--- src/rtl/multi_spinner.sv ---
// N-channel spinner/dial emulator: digital buttons and HPS analog deltas drive WIDTH-bit wrapping positions.
// Optional quadrature outputs are built when SPINNER_QUAD_EN is defined.
module multi_spinner #(
  parameter int unsigned NCH       = 2,
  parameter int unsigned WIDTH     = 8,
  parameter int unsigned STEP_SLOW = 4,
  parameter int unsigned STEP_FAST = 12,
  parameter int unsigned ANA_SHIFT = 1,
  parameter int unsigned QDIV      = 16
) (
  input  logic                 clk,
  input  logic                 reset,
  input  logic                 strobe,
  input  logic [NCH-1:0]       minus,
  input  logic [NCH-1:0]       plus,
  input  logic [NCH-1:0]       fast,
  input  logic [NCH*9-1:0]     spin_in,
  output logic [NCH*WIDTH-1:0] spin_out,
  output logic [NCH-1:0]       moved
`ifdef SPINNER_QUAD_EN
  ,
  output logic [NCH-1:0]       quad_a,
  output logic [NCH-1:0]       quad_b
`endif
);

  localparam int unsigned ACC_W = WIDTH + ANA_SHIFT;
  localparam logic [ACC_W-1:0] SLOW_INC = ACC_W'(STEP_SLOW) << ANA_SHIFT;
  localparam logic [ACC_W-1:0] FAST_INC = ACC_W'(STEP_FAST) << ANA_SHIFT;

  logic                        strobe_q;
  logic                        strobe_qq;
  logic                        armed;
  logic                        strobe_ev;
  logic [NCH-1:0]              tog_q;
  logic [NCH-1:0]              tog_qq;
  logic [NCH-1:0]              tog_ev;
  logic [NCH-1:0][7:0]         delta_q;
  logic [NCH-1:0][ACC_W-1:0]   acc;
  logic [NCH-1:0][ACC_W-1:0]   acc_nxt;
  logic [NCH-1:0][ACC_W-1:0]   dig;
  logic [NCH-1:0][ACC_W-1:0]   ana;

  // Event detection and the combined digital + analog accumulator update.
  always_comb begin
    strobe_ev = strobe_q & ~strobe_qq;
    tog_ev    = '0;
    dig       = '0;
    ana       = '0;
    acc_nxt   = acc;
    for (int c = 0; c < int'(NCH); c++) begin
      if (strobe_ev && (plus[c] ^ minus[c])) begin
        dig[c] = fast[c] ? FAST_INC : SLOW_INC;
        if (minus[c]) begin
          dig[c] = ACC_W'(0) - dig[c];
        end
      end
      tog_ev[c] = armed & (tog_q[c] ^ tog_qq[c]);
      if (tog_ev[c]) begin
        ana[c] = ACC_W'($signed(delta_q[c]));
      end
      acc_nxt[c] = acc[c] + dig[c] + ana[c];
    end
  end

  // Until armed, the toggle history tracks the live bit so a static level never reads as a change.
  always_ff @(posedge clk or posedge reset) begin
    if (reset) begin
      strobe_q  <= 1'b0;
      strobe_qq <= 1'b0;
      armed     <= 1'b0;
      tog_q     <= '0;
      tog_qq    <= '0;
      delta_q   <= '0;
      acc       <= '0;
      spin_out  <= '0;
      moved     <= '0;
    end else begin
      strobe_q  <= strobe;
      strobe_qq <= strobe_q;
      armed     <= 1'b1;
      for (int c = 0; c < int'(NCH); c++) begin
        tog_q[c]   <= spin_in[9*c+8];
        tog_qq[c]  <= armed ? tog_q[c] : spin_in[9*c+8];
        delta_q[c] <= spin_in[9*c +: 8];
        acc[c]     <= acc_nxt[c];
        spin_out[WIDTH*c +: WIDTH] <= acc[c][ACC_W-1:ANA_SHIFT];
        moved[c]   <= (acc[c][ACC_W-1:ANA_SHIFT] != spin_out[WIDTH*c +: WIDTH]);
      end
    end
  end

`ifdef SPINNER_QUAD_EN
  localparam int unsigned QCW = (QDIV > 1) ? $clog2(QDIV) : 1;
  localparam logic [WIDTH-1:0] HALF = WIDTH'(1) << (WIDTH - 1);

  logic [QCW-1:0]              qcnt;
  logic                        qtick;
  logic [NCH-1:0][WIDTH-1:0]   trk;
  logic [NCH-1:0][WIDTH-1:0]   trk_nxt;
  logic [NCH-1:0][WIDTH-1:0]   diff;

  // Tracker chases spin_out one unit per tick along the shorter way round; a tie goes up.
  always_comb begin
    qtick   = (qcnt == QCW'(QDIV - 1));
    trk_nxt = trk;
    diff    = '0;
    for (int c = 0; c < int'(NCH); c++) begin
      diff[c] = spin_out[WIDTH*c +: WIDTH] - trk[c];
      if (qtick && (diff[c] != '0)) begin
        trk_nxt[c] = (diff[c] <= HALF) ? trk[c] + WIDTH'(1) : trk[c] - WIDTH'(1);
      end
    end
  end

  always_ff @(posedge clk or posedge reset) begin
    if (reset) begin
      qcnt   <= '0;
      trk    <= '0;
      quad_a <= '0;
      quad_b <= '0;
    end else begin
      qcnt <= qtick ? '0 : qcnt + QCW'(1);
      trk  <= trk_nxt;
      for (int c = 0; c < int'(NCH); c++) begin
        quad_a[c] <= trk_nxt[c][1];
        quad_b[c] <= trk_nxt[c][1] ^ trk_nxt[c][0];
      end
    end
  end
`endif

endmodule

--- config.mk ---
export PLATFORM = sky130hd
export DESIGN_NAME = multi_spinner
export DESIGN_NICKNAME = d
export VERILOG_FILES = /design/src/rtl/multi_spinner.sv
export SDC_FILE = /design/constraint.sdc
export NUM_CORES = 1
export LEC_CHECK = 0
export ABC_AREA = 1
export CAP_MARGIN = 20
export CORE_AREA = 2 2 76 78
export DETAILED_ROUTE_END_ITERATION = 8
export DIE_AREA = 0 0 78 80
export PLACE_DENSITY_LB_ADDON = 0.1
export SYNTH_ARGS = -nofsm -noshare
export SYNTH_HDL_FRONTEND = slang
export SYNTH_SLANG_ARGS = --single-unit
--- constraint.sdc ---
create_clock -name clk -period 4.1 [get_ports clk]
set_clock_uncertainty 0.1 [all_clocks]
set_input_delay 0.41 -clock clk [delete_from_list [all_inputs] [get_ports clk]]
set_output_delay 0.41 -clock clk [all_outputs]
set_load 0.05 [all_outputs]
# Word-level counts from Yosys, hierarchy flattened
# Index checks and enable logic that the tools add are counted.
[word_totals]
register_bits = 59
inputBits = 27
output_inout_bits = 18
word_cells = 39
[op_classes]
addsub = 6
n_eq_ne = 2
n_mux = 10
bitwise_logic = 8
reduce_logical = 2
[ops]
columns = ["cell", "n"]
rows = [
  ["9-bit 2-to-1 mux", 6],
  ["9-bit adder", 4],
  ["8-bit != test", 2],
  ["1-bit by 5-bit subtractor with 6-bit output (first input constant)", 2],
  ["5-bit 2-to-1 mux", 2],
  ["1-bit XOR", 4],
  ["1-bit AND", 3],
  ["1-bit logical AND", 2],
  ["1-bit 2-to-1 mux", 2],
  ["1-bit NOT", 1],
]

# Depth between registers and ports, before layout
[logic_depth]
ltp_word = 6
ltp_mapped = 15
mapped_depth_nobuf = 15

# Worst setup path after synthesis
# OpenSTA, ideal clock, no wires.
[synth_timing]
path_kind = "register to register"
from = "register strobe_qq"
to = "register acc[7] (netlist name)"
setup_ps = 124
arrival_ps = 2242
required_time_ps = 3876
setup_slack_ps = 1634
stages_incl_launch_ff = 10
n_path_buf = 0
period_less_slack_ps = 2466
path_cell_list = "dfrtp_1 > nor2_4 > inv_1 > nor4_1 > fa_1 > ha_1 > a21o_1 > nand2_1 > nand3_1 > xor2_1"
[synth_rtl]
columns = ["element", "line", "text"]
rows = [
  ["start, declared", "32", "logic strobe_qq;"],
  ["start signal, assigned", "80", "strobe_qq <= strobe_q;"],
  ["end signal, assigned by index", "86", "acc[c] <= acc_nxt[c];"],
  ["end, declared", "39", "logic [NCH-1:0][ACC_W-1:0] acc;"],
]

==> impl_metrics.py <==
metrics = {
    "status": {
        "status": "completed",
    },
    "global_routing": {
        "first_global_vias": 1933,
        "grt_overflow_total": 0,
        "grt_pass1_wl_um": 8830,
        "grt_max_degree": 45,
        "antenna_found_initial": 0,
        "groute.usage.overall": 0.191,
    },
    "placed_design": {
        "dp_hpwl_um": 3910,
        "numPortBuffers": 44,
        "gp_congestion": 0.846,
    },
    "route": {
        "detail-route-antenna-nets": 0,
        "vias": 1992,
        "routedWlPerCell_um": 11.9,
        "wl_um": 4950,
        "first_iter_violations": 71,
        "drcViolationCount": 0,
        "first_pass_iters": 4,
        "avgViaCountPerCell": 4.79,
    },
    "setup_path": {
        "cp-end-kind": "flop",
        "crit_type": "input port to flop",
        "r2r_cells": 12,
        "crit_fanout": 6,
        "regToRegSetupSlack_ns": 1.44,
        "worstSetupStartpointType": "input port",
        "cp.required_ns": 4.22,
        "endpoint": "acc[17]",
        "r2r-start": "strobe_qq",
        "arrival_ns": 2.93,
        "setup.worst_path.start": "minus[1]",
        "r2r-end": "acc[17]",
    },
    "clock_network": {
        "htreeDepth": 3,
        "cts_buffers": 9,
        "clk_latency_ns": 0.33,
        "cts_resized": 0,
        "cts_hold_buf": 0,
        "cts_tree": "done",
        "cts-root-buf": "clkbuf_8",
        "clock_path_buffers": 2,
        "postCtsSetupBuffers": 0,
        "cts.clk_slew.worst_paths_ns": 0.06,
        "clock_sinks": 59,
    },
    "flow_run": {
        "maxCapViolCount": 0,
    },
    "power_and_ir_drop": {
        "leakagePower_nw": 1.88,
        "power_per_cell_area_mw_per_mm2": 696,
        "vdd_ir_drop_max_uv": 407,
    },
    "floorplan": {
        "die_w_um": 78,
        "core_mm2": 0.00541,
        "die_h_um": 80,
        "dieArea_mm2": 0.00624,
        "io_pins": 45,
        "initial_core_util": 0.559,
        "core.rowCount": 27,
    },
    "timing": {
        "holdWs_ns": 0.275,
        "slew_viol_final": 0,
        "setup_viol": 0,
        "min_period_over_period": 0.686,
        "slew_headroom": 0.415,
        "hold_viol": 0,
        "tightest_slew_ns": 0.876,
        "period_needed_ns": 2.81,
        "fin_tns_setup_ns": 0,
        "fmax_ghz": 0.356,
        "rsz0062_at_grt": "no",
    },
    "min_path": {
        "hp-class": "flop to flop",
        "hold_start": "strobe_q",
    },
    "finish": {
        "layout_common_cells": "dfrtp_1 (59), clkdlybuf4s50_1 (44), nand2_1 (40), inv_1 (39), nor2_1 (28)",
        "post-route-util": 0.687,
        "finalNetCount": 400,
        "n_fill_cell": 420,
        "final_common_cell": "dfrtp_1",
        "antenna_cells": 0,
        "syn2layout_area_growth_pct": 23.0,
        "drive_above_1_share": 0.116,
    },
    "logic_synthesis": {
        "synth_cells": 286,
        "ys_warn_count": 0,
        "mappedNetlistArea_mm2": 0.00302,
        "ys_types": 26,
        "synth_area_per_cell_um2": 10.6,
        "syn_nets": 345,
        "synth_seq_cells": 59,
        "yosysSeqAreaShare": 0.489,
    },
}
## synth_stat cells
cell type  instances  share of area
dfrtp_1           59           0.49
inv_1             40          0.050
nand2_1           40          0.050
nor2_1            28          0.035
ha_1              20          0.083
xor2_1            20          0.058
fa_1              12          0.080
a21oi_1           10          0.017
nand4_1           10          0.021
nand3_1            9          0.015
nand2_2            5          0.010
nand3_2            5          0.017
xnor2_1            5          0.015
a21oi_2            3         0.0087
nor2_4             3          0.011
a31oi_1            2         0.0041
inv_2              2         0.0025
nand2_4            2         0.0075
nor3_1             2         0.0033
nor4_1             2         0.0041
or2_2              2         0.0041
a21o_1             1         0.0025
buf_6              1         0.0037
conb_1             1         0.0012
o211ai_2           1         0.0041
xor2_2             1         0.0054
## critical path, cell delays in order
cell and delay [ns]:
clkdlybuf4s50_1 0.62, nor2_1 0.11, nor4_1 0.40, fa_1 0.49
ha_1 0.42, nand2_1 0.08, nor2_1 0.10, nand2_1 0.07
o211ai_2 0.07, inv_1 0.06, nand2_1 0.06, nand2_1 0.05
## layer usage
layer	vias up	GRT usage	routed length (µm)
met5	-	0	0
met4	0	0.0789	75
met3	8	0.0600	239
met2	47	0.276	2120
met1	916	0.269	2520
li1	1021	-	-
## layout make-up
class                      count  area (µm²)  area share
sequential                    59        1480       0.398
inverter                      42         158      0.0425
clock inverter                 3        15.0     0.00404
tap                           72        90.1      0.0243
multi-input combinational    184        1370       0.370
clock buffer                  11         151      0.0408
timing repair buffer          45         448       0.121
## logic make-up after synthesis
group | share of synthesized area
flip-flops | 0.489
adder cells (fa/ha/maj) | 0.162
other | 0.00124
AO/OA/AOI/OAI | 0.0361
XOR/XNOR | 0.0779
AND/OR/NAND/NOR | 0.177
buffers and inverters | 0.0559
## state kept, by name, indices dropped and copies added (netlist names), 2 cells and up
register,count
moved,2
tog_qq,2
spin_out,16
delta_q,16
acc,18
tog_q,2
## per-stage QoR
step	area (µm²)	setup WS, ns	power, mW	cells
2_1_floorplan	3020	1.63	1.80	286
3_3_place_gp	3550	1.03	2.12	402
3_5_place_dp	3550	0.969	2.16	402
4_1_cts	3710	1.31	2.61	416
5_1_grt	3710	1.09	2.80	416
6_report	3710	1.29	2.58	416
## worst min-delay path by stage
| stage | endpoint | slack, ns | depth (start not counted) |
|---|---|---|---|
| global placement | strobe_qq | 0.26 | 0 |
| detailed placement | strobe_qq | 0.27 | 0 |
| CTS | strobe_qq | 0.28 | 0 |
| floorplan | strobe_qq | 0.25 | 0 |
| global route | strobe_qq | 0.30 | 0 |
| finish | strobe_qq | 0.27 | 0 |
## power breakdown
| part | leakage, nW | switching, mW | internal [mW] |
|---|---|---|---|
| logic | 1.11 | 0.716 | 0.465 |
| registers | 0.683 | 0.183 | 0.775 |
| clock network | 0.0908 | 0.202 | 0.242 |
| total | 1.88 | 1.10 | 1.48 |
No activity file was read; power rests on OpenSTA's default activity.
